==> src/rtl/uart_pkg.sv <==
// Shared UART constants and the divisor record exchanged with the CSR block.
package uart_pkg;

  localparam int unsigned OS_RATE_DEF = 16;
  localparam int unsigned DIV_W_DEF   = 16;
  localparam int unsigned FRAC_W_DEF  = 4;

  typedef struct packed {
    logic [DIV_W_DEF-1:0]  div_int;
    logic [FRAC_W_DEF-1:0] div_frac;
  } baud_div_t;

  // Oversample rate must be a power of two and at least 4.
  function automatic bit os_rate_ok(int unsigned rate);
    return (rate >= 4) && ((rate & (rate - 1)) == 0);
  endfunction

endpackage

==> src/rtl/baud_frac_prescaler.sv <==
// Fractional prescaler: integer period div_int+1 with a carry-dithered extra clock
// so the mean period is div_int + 1 + div_frac/2^FRAC_W clocks.
module baud_frac_prescaler #(
  parameter int unsigned DIV_W  = 16,
  parameter int unsigned FRAC_W = 4
) (
  input  logic              clock_i,
  input  logic              reset_i,
  input  logic              en_i,
  input  logic [DIV_W-1:0]  div_int_i,
  input  logic [FRAC_W-1:0] div_frac_i,
  output logic              wrap_o,
  output logic              os_tick_o
);

  // One extra bit so div_int at max plus a carry still has a reachable terminal count.
  logic [DIV_W:0]    pre_cnt_q, pre_cnt_d;
  logic [DIV_W:0]    limit;
  logic [FRAC_W-1:0] frac_acc_q, frac_acc_d;
  logic              carry_q, carry_d;
  logic              os_tick_q, os_tick_d;
  logic              wrap;

  // Next-state: count to limit, then restart and accumulate the fractional part.
  always_comb begin
    limit      = {1'b0, div_int_i} + {{DIV_W{1'b0}}, carry_q};
    wrap       = en_i && (pre_cnt_q == limit);
    pre_cnt_d  = pre_cnt_q;
    frac_acc_d = frac_acc_q;
    carry_d    = carry_q;
    os_tick_d  = 1'b0;
    if (!en_i) begin
      pre_cnt_d  = '0;
      frac_acc_d = '0;
      carry_d    = 1'b0;
    end else if (wrap) begin
      pre_cnt_d             = '0;
      {carry_d, frac_acc_d} = {1'b0, frac_acc_q} + {1'b0, div_frac_i};
      os_tick_d             = 1'b1;
    end else begin
      pre_cnt_d = pre_cnt_q + {{DIV_W{1'b0}}, 1'b1};
    end
  end

  // State registers with synchronous reset.
  always_ff @(posedge clock_i) begin
    if (reset_i) begin
      pre_cnt_q  <= '0;
      frac_acc_q <= '0;
      carry_q    <= 1'b0;
      os_tick_q  <= 1'b0;
    end else begin
      pre_cnt_q  <= pre_cnt_d;
      frac_acc_q <= frac_acc_d;
      carry_q    <= carry_d;
      os_tick_q  <= os_tick_d;
    end
  end

  assign wrap_o    = wrap;
  assign os_tick_o = os_tick_q;

endmodule

==> src/rtl/uart_baud_gen_os.sv <==
// UART baud generator: shared fractional prescaler feeding TX bit ticks and
// RX mid-bit sample strobes, with RX phase re-alignment on each start edge.
module uart_baud_gen_os
  import uart_pkg::*;
#(
  parameter int unsigned DIV_W   = DIV_W_DEF,
  parameter int unsigned FRAC_W  = FRAC_W_DEF,
  parameter int unsigned OS_RATE = OS_RATE_DEF
) (
  input  logic              clock,
  input  logic              reset,
  input  logic              cfg_wr,
  input  logic [DIV_W-1:0]  div_int,
  input  logic [FRAC_W-1:0] div_frac,
  input  logic              tx_en,
  input  logic              rx_en,
  input  logic              rx_resync,
  output logic              os_tick,
  output logic              tx_tick,
  output logic              rx_sample,
  output logic              cfg_err,
  output logic              busy
);

  localparam int unsigned     OsW    = $clog2(OS_RATE);
  localparam logic [OsW-1:0]  OsLast = OsW'(OS_RATE - 1);
  localparam logic [OsW-1:0]  OsMid  = OsW'(OS_RATE / 2 - 1);
  localparam logic [OsW-1:0]  OsOne  = OsW'(1);

  if (!os_rate_ok(OS_RATE)) begin : g_os_rate_check
    $error("OS_RATE must be a power of 2 and >= 4");
  end

  logic [DIV_W-1:0]  div_int_q, div_int_d;
  logic [FRAC_W-1:0] div_frac_q, div_frac_d;
  logic [OsW-1:0]    tx_os_cnt_q, tx_os_cnt_d;
  logic [OsW-1:0]    rx_os_cnt_q, rx_os_cnt_d;
  logic              tx_tick_q, tx_tick_d;
  logic              rx_sample_q, rx_sample_d;
  logic              cfg_err_q, cfg_err_d;
  logic              busy_q, busy_d;
  logic              run;
  logic              wrap;

  assign run = tx_en | rx_en;

  baud_frac_prescaler #(
    .DIV_W  (DIV_W),
    .FRAC_W (FRAC_W)
  ) u_prescaler (
    .clock_i    (clock),
    .reset_i    (reset),
    .en_i       (run),
    .div_int_i  (div_int_q),
    .div_frac_i (div_frac_q),
    .wrap_o     (wrap),
    .os_tick_o  (os_tick)
  );

  // Next-state: divisor load/reject, TX bit phase, RX bit phase.
  always_comb begin
    div_int_d   = div_int_q;
    div_frac_d  = div_frac_q;
    cfg_err_d   = 1'b0;
    busy_d      = run;
    tx_os_cnt_d = tx_os_cnt_q;
    tx_tick_d   = 1'b0;
    rx_os_cnt_d = rx_os_cnt_q;
    rx_sample_d = 1'b0;

    // The divisor is frozen while any timing is active.
    if (cfg_wr) begin
      if (busy_q) begin
        cfg_err_d = 1'b1;
      end else begin
        div_int_d  = div_int;
        div_frac_d = div_frac;
      end
    end

    if (!tx_en) begin
      tx_os_cnt_d = '0;
    end else if (wrap) begin
      tx_os_cnt_d = tx_os_cnt_q + OsOne;
      tx_tick_d   = (tx_os_cnt_q == OsLast);
    end

    // Resync only realigns the RX phase; the prescaler keeps its phase.
    if (!rx_en || rx_resync) begin
      rx_os_cnt_d = '0;
    end else if (wrap) begin
      rx_os_cnt_d = rx_os_cnt_q + OsOne;
      rx_sample_d = (rx_os_cnt_q == OsMid);
    end
  end

  // State registers with synchronous reset.
  always_ff @(posedge clock) begin
    if (reset) begin
      div_int_q   <= '0;
      div_frac_q  <= '0;
      tx_os_cnt_q <= '0;
      rx_os_cnt_q <= '0;
      tx_tick_q   <= 1'b0;
      rx_sample_q <= 1'b0;
      cfg_err_q   <= 1'b0;
      busy_q      <= 1'b0;
    end else begin
      div_int_q   <= div_int_d;
      div_frac_q  <= div_frac_d;
      tx_os_cnt_q <= tx_os_cnt_d;
      rx_os_cnt_q <= rx_os_cnt_d;
      tx_tick_q   <= tx_tick_d;
      rx_sample_q <= rx_sample_d;
      cfg_err_q   <= cfg_err_d;
      busy_q      <= busy_d;
    end
  end

  assign tx_tick   = tx_tick_q;
  assign rx_sample = rx_sample_q;
  assign cfg_err   = cfg_err_q;
  assign busy      = busy_q;

endmodule

==> config.mk <==
export PLATFORM = sky130hd
export DESIGN_NAME = uart_baud_gen_os
export DESIGN_NICKNAME = d
export VERILOG_FILES = /design/src/rtl/uart_pkg.sv /design/src/rtl/baud_frac_prescaler.sv /design/src/rtl/uart_baud_gen_os.sv
export SDC_FILE = /design/constraint.sdc
export NUM_CORES = 1
export LEC_CHECK = 0
export CAP_MARGIN = 20
export CORE_MARGIN = 2
export CORE_UTILIZATION = 40
export DETAILED_ROUTE_END_ITERATION = 7
export PLACE_DENSITY_LB_ADDON = 0.1
export SLEW_MARGIN = 20
export SYNTH_ARGS = -nofsm -noshare
export SYNTH_HDL_FRONTEND = slang
export SYNTH_SLANG_ARGS = --single-unit
==> constraint.sdc <==
create_clock -name clock -period 3.5 [get_ports clock]
set_input_delay 0.525 -clock clock [delete_from_list [all_inputs] [get_ports clock]]
set_output_delay 0.525 -clock clock [all_outputs]
set_load 0.05 [all_outputs]
# After elaboration in Yosys (flattened, before gate mapping)

Index checks and enable logic that the tools add are counted.

Logic and storage cells: 39
Latch bits: 0
Bits in read-only memories: 0
Input port bits: 26
Memories: 0
Register bits after elaboration: 55
Bits in writable memories: 0
Output and inout bits: 5

Magnitude comparators: 0
Div/mod/pow operators: 0
Eq/ne operators: 3
Add/sub/neg operators: 5
Shift-type cells: 0
Bitwise gates (word level): 6
Multipliers: 0
Reductions and logical operators: 11
Muxes and demuxes: 2

Operators by type and width:

| operator                                       | number |
|---|---|
| adder 16 x 1 -> 17 bit                         | 1 |
| adder 17 x 1 -> 17 bit (second input constant) | 1 |
| == test 17 bit                                 | 1 |
| OR reduction 3 bit                             | 3 |
| adder 4 x 1 -> 4 bit (second input constant)   | 2 |
| OR reduction 2 bit                             | 4 |
| adder 4 x 4 -> 5 bit                           | 1 |
| NOT 1 bit                                      | 5 |
| == test 4 x 3 -> 1 bit (second input constant) | 1 |
| == test 4 bit (second input constant)          | 1 |
| 2-to-1 mux 1 bit                               | 2 |
| AND reduction 2 bit                            | 1 |
| logical AND 1 bit                              | 1 |
| zero test 1 bit                                | 1 |
| logical OR 1 bit                               | 1 |
| bitwise OR 1 bit                               | 1 |

# Longest topological paths before layout

Word-level depth: 5
Mapped depth: 12

# Modules after synthesis

Synthesis repeated with hierarchy kept, for this count alone.

Cells, all modules: 353
Area, all modules: 3011.6 µm²

Modules (own cells, without submodules):

| module              | area each (µm²) | times used | cells an instance |
|---|---|---|---|
| baud_frac_prescaler | 1866.8          | 1          | 221 |
| uart_baud_gen_os    | 1144.8          | 1          | 132 |

# Worst setup path before layout

OpenSTA, ideal clock, no wires.

Path kind: register to register
Start: register div_int_q[0]
End: register rx_os_cnt_q[3]
Library setup time: 0.070 ns
Buffers on the path: 0
Cell stages (with the launch flop): 11
Slack: 0.532 ns
Arrival: 2.898 ns
Required time: 3.430 ns
Cell sequence: dfxtp_1 -> ha_1 -> ha_1 -> nand4_1 -> xnor2_1 -> nor4b_1 -> a21oi_1 -> o31ai_1 -> or4b_4 -> or4_1 -> a21oi_1

Word-level cells in the longest chain between the ends: 3

Ends and longest elaborated chain:

| item                   | line                      | RTL |
|---|---|---|
| start, declared        | uart_baud_gen_os.sv:34    | `logic [DIV_W-1:0] div_int_q, div_int_d;` |
| start signal, assigned | uart_baud_gen_os.sv:109   | `div_int_q <= div_int_d;` |
| adder 16 x 1 -> 17 bit | baud_frac_prescaler.sv:26 | `limit = {1'b0, div_int_i} + {{DIV_W{1'b0}}, carry_q};` |
| == test 17 bit         | baud_frac_prescaler.sv:27 | `wrap = en_i && (pre_cnt_q == limit);` |
| logical AND 1 bit      | baud_frac_prescaler.sv:27 |  |
| end signal, assigned   | uart_baud_gen_os.sv:112   | `rx_os_cnt_q <= rx_os_cnt_d;` |
| end, declared          | uart_baud_gen_os.sv:37    | `logic [OsW-1:0] rx_os_cnt_q, rx_os_cnt_d;` |

No other way between the ends.
A chain may end at the register's enable or synchronous reset.

# Final worst setup path

Same ends and word-level chain as after synthesis.

==> Flow_metrics.wiki <==
{| class="wikitable"
! Metric !! Value
|-
| Post-Syn Instances || 345
|-
| Setup clock skew after layout || 14.04 ps
|-
| Commonest cells in the synthesized netlist || nand2_1, dfxtp_1, nor2_1
|-
| Count of standard-cell rows || 30
|-
| Maximum clock frequency || 306.7 MHz
|-
| Run status || finished, final reports clean
|-
| Setup violation total in the final timing report || 0
|-
| TritonCTS clock tree || built
|-
| DR DRC count || 0
|-
| Setup repair after global routing missed its margin || false
|-
| Yosys warnings || 0
|-
| Number of setup buffers added after CTS || 0
|-
| Placed standard-cell area || 3223 um^2
|-
| Final TNS setup || 0 ps
|-
| Floorplan die area || 7709 um^2
|-
| Vias per cell || 4.915
|-
| Layout overhead on the synthesized area || 18.53%
|-
| Tightest slew margin relative to the limit || 0.4404
|-
| Placed Cells || 463
|-
| Cell taking the most area after synthesis || dfxtp_1
|-
| Number of flip-flops and latches in the synthesized netlist || 55
|-
| Die Y || 87.80 um
|-
| Number of clock buffers inserted by TritonCTS || 5
|-
| Quantity of I/O buffers inserted on ports || 30
|-
| Number of antenna violations at the first check in global routing || 0
|-
| Largest net degree at the start of global routing || 21
|-
| Post-synth net total || 381
|-
| Length of the first detailed-routing pass in iterations || 4
|-
| Multi-input logic area || 1615 um^2
|-
| Crit share post-route || 0.9317
|-
| Dominant cell by count in the synthesized netlist || nand2_1
|-
| Ratio of cells with drive above 1 in the final layout || 0.06933
|-
| Clock slew at reported path FFs || 110 ps
|-
| Post-synthesis sequential area ratio || 0.3920
|-
| Critical Path Start Type || register
|-
| Buffer cell driving the clock tree root || clkbuf_8
|-
| CTS H-tree depth || 2
|-
| Global Route Usage Sum || 0.1642
|-
| Ranking of synthesized cells by area || dfxtp_1, nand2_1, xnor2_1
|-
| Number of nets in the finished design || 410
|-
| Share of synthesized registers carrying an async set or reset || 0
|-
| Pwr per Cell Area || 360.5 nW/um^2
|-
| RD Place Congestion || 0.8160
|-
| Routed wire length || 5978 um
|-
| Via count of the first global-routing pass || 2090
|-
| Maximum root-to-sink buffer count || 2
|-
| Count of flip-flops with a built-in enable after synthesis || 0
|-
| First-iteration detailed-routing DRC count || 74
|-
| Cell leakage power || 0.001205 uW
|-
| Number of vias after detailed routing || 2315
|-
| Initial standard-cell utilization of the core || 0.4134
|-
| Overall die width || 87.80 um
|-
| Most instantiated flip-flop cell in the synthesis netlist || dfxtp_1
|-
| Grt ovf || 0
|-
| CTS Hold Bufs || 0
|-
| Clk Latency, worst-skew pair || 320 ps
|-
| First-pass GRT wire length || 9901 um
|-
| Path category of the worst min-delay check || register to register
|-
| Fill cell count || 670
|-
| Half-perimeter wire length after placement || 4427 um
|-
| Category of the most critical setup path || register to register
|-
| Area share of the leading cell type in the synthesized netlist || 0.3920
|-
| Total count of max-transition violations in the final report || 0
|-
| Final worst path period need || 3261 ps
|-
| Synthesized cell area || 2809 um^2
|-
| Maximum ir drop on the vdd rail || 0.2130 mV
|-
| Count of distinct cell types in the synthesized netlist || 45
|-
| Final antenna-violating net count || 0
|-
| Area used by sequential logic in the layout || 1101 um^2
|-
| Required time at the worst-slack endpoint || 3750 ps
|-
| Core region area || 6794 um^2
|-
| Final instance count without filler cells || 471
|-
| Cell area after layout || 3329 um^2
|-
| Sinks on Clock Net || 55
|-
| I/O pins || 31
|-
| Worst-path fanout max || 14
|-
| Worst-margin pin slew || 839.4 ps
|-
| Max Cap Viol || 0
|-
| Routed wirelength normalized by instance count || 12.69 um
|-
| Syn_area_per_cell || 8.142 um^2
|-
| Type of destination of the critical path || register
|-
| Fin. Hold Viols || 0
|-
| Data arrival time at the worst-slack endpoint || 3520 ps
|-
| Ant diodes || 0
|-
| Total Power || 1200 uW
|}
## worst max-delay path, stage by stage, from the launching register on
cell and delay (ps):
dfxtp_1 350, ha_1 190, ha_1 250, nand4_1 270, o22ai_1 230, nand3_1 90, or4_4 550, or4b_4 630
or4_1 490, a21oi_1 140
## power breakdown
| part | switching (uW) | internal [uW] |
|---|---|---|
| registers | 23.5 | 644 |
| clock network | 213 | 162 |
| logic | 81.6 | 75.8 |
| total | 318 | 882 |
## registers in the layout, summed over array words and instances, names as in the netlist, 4 cells and up
signal,flops
u_prescaler.pre_cnt_q,17
u_prescaler.frac_acc_q,4
div_frac_q,4
tx_os_cnt_q,4
div_int_q,16
rx_os_cnt_q,4
## area by class of cell
cell class / count / area share
multi-input cells: 264 / 0.4852
clock buffers: 6 / 0.02480
clock inverters: 2 / 0.004885
inverters: 11 / 0.01240
well taps: 96 / 0.03608
repair buffers: 37 / 0.1060
flip-flops and latches: 55 / 0.3307
## cell usage in the layout (no fill, tap or decap), drive strengths merged, types with 3 or more instances in the layout
cell type	synthesis	layout
clkdlybuf4s50	0	30
nand3	23	23
xor2	20	20
inv	11	11
nand2	58	58
and3	7	7
nand4	8	8
o21ai	7	7
xnor2	23	23
clkbuf	12	6
ha	9	9
dfxtp	55	55
buf	3	7
o31ai	4	4
o22ai	3	3
nor2	32	32
nor3	6	6
a21oi	31	31
## timing repair
item / CTS / global route
gates resized for setup: 0 / 2
endpoints found under the setup margin: 0 / 12
endpoints found under the hold margin: 0 / 0
## cells by family after synthesis
| family | count (synthesis) | synth area share |
|---|---|---|
| simple gates | 154 | 0.2690 |
| compound gates | 57 | 0.1221 |
| flops | 55 | 0.3920 |
| xor+xnor | 43 | 0.1341 |
| buf+inv | 26 | 0.03563 |
| fa+ha+maj | 10 | 0.04722 |
## per-stage QoR
stage	hold WS [ps]	util	setup slack, ps
floorplan	410.5	-	532.0
global placement	442.2	0.4744	348.0
detailed placement	432.5	0.4744	268.0
CTS	458.8	0.4890	240.6
global route	483.1	0.4901	27.45
finish	465.3	0.4901	239.1
## per-layer routing
layer	GRT usage	part of all wire
met1	0.2287	0.52
met3	0.03299	0.028
met2	0.2548	0.44
met4	0.05455	0.013
met5	0	0
## path summary, 6_finish.rpt
| check | start | end | slack, ps | depth (start not counted) |
|---|---|---|---|---|
| max | div_int_q[0] | rx_os_cnt_q[3] | 240 | 9 |
| min | rx_os_cnt_q[2] | rx_sample | 470 | 2 |
| max reg2reg | div_int_q[0] | rx_os_cnt_q[3] | 240 | 9 |
| min reg2reg | rx_os_cnt_q[2] | rx_sample | 470 | 2 |
No activity file was read; power rests on OpenSTA's default activity.
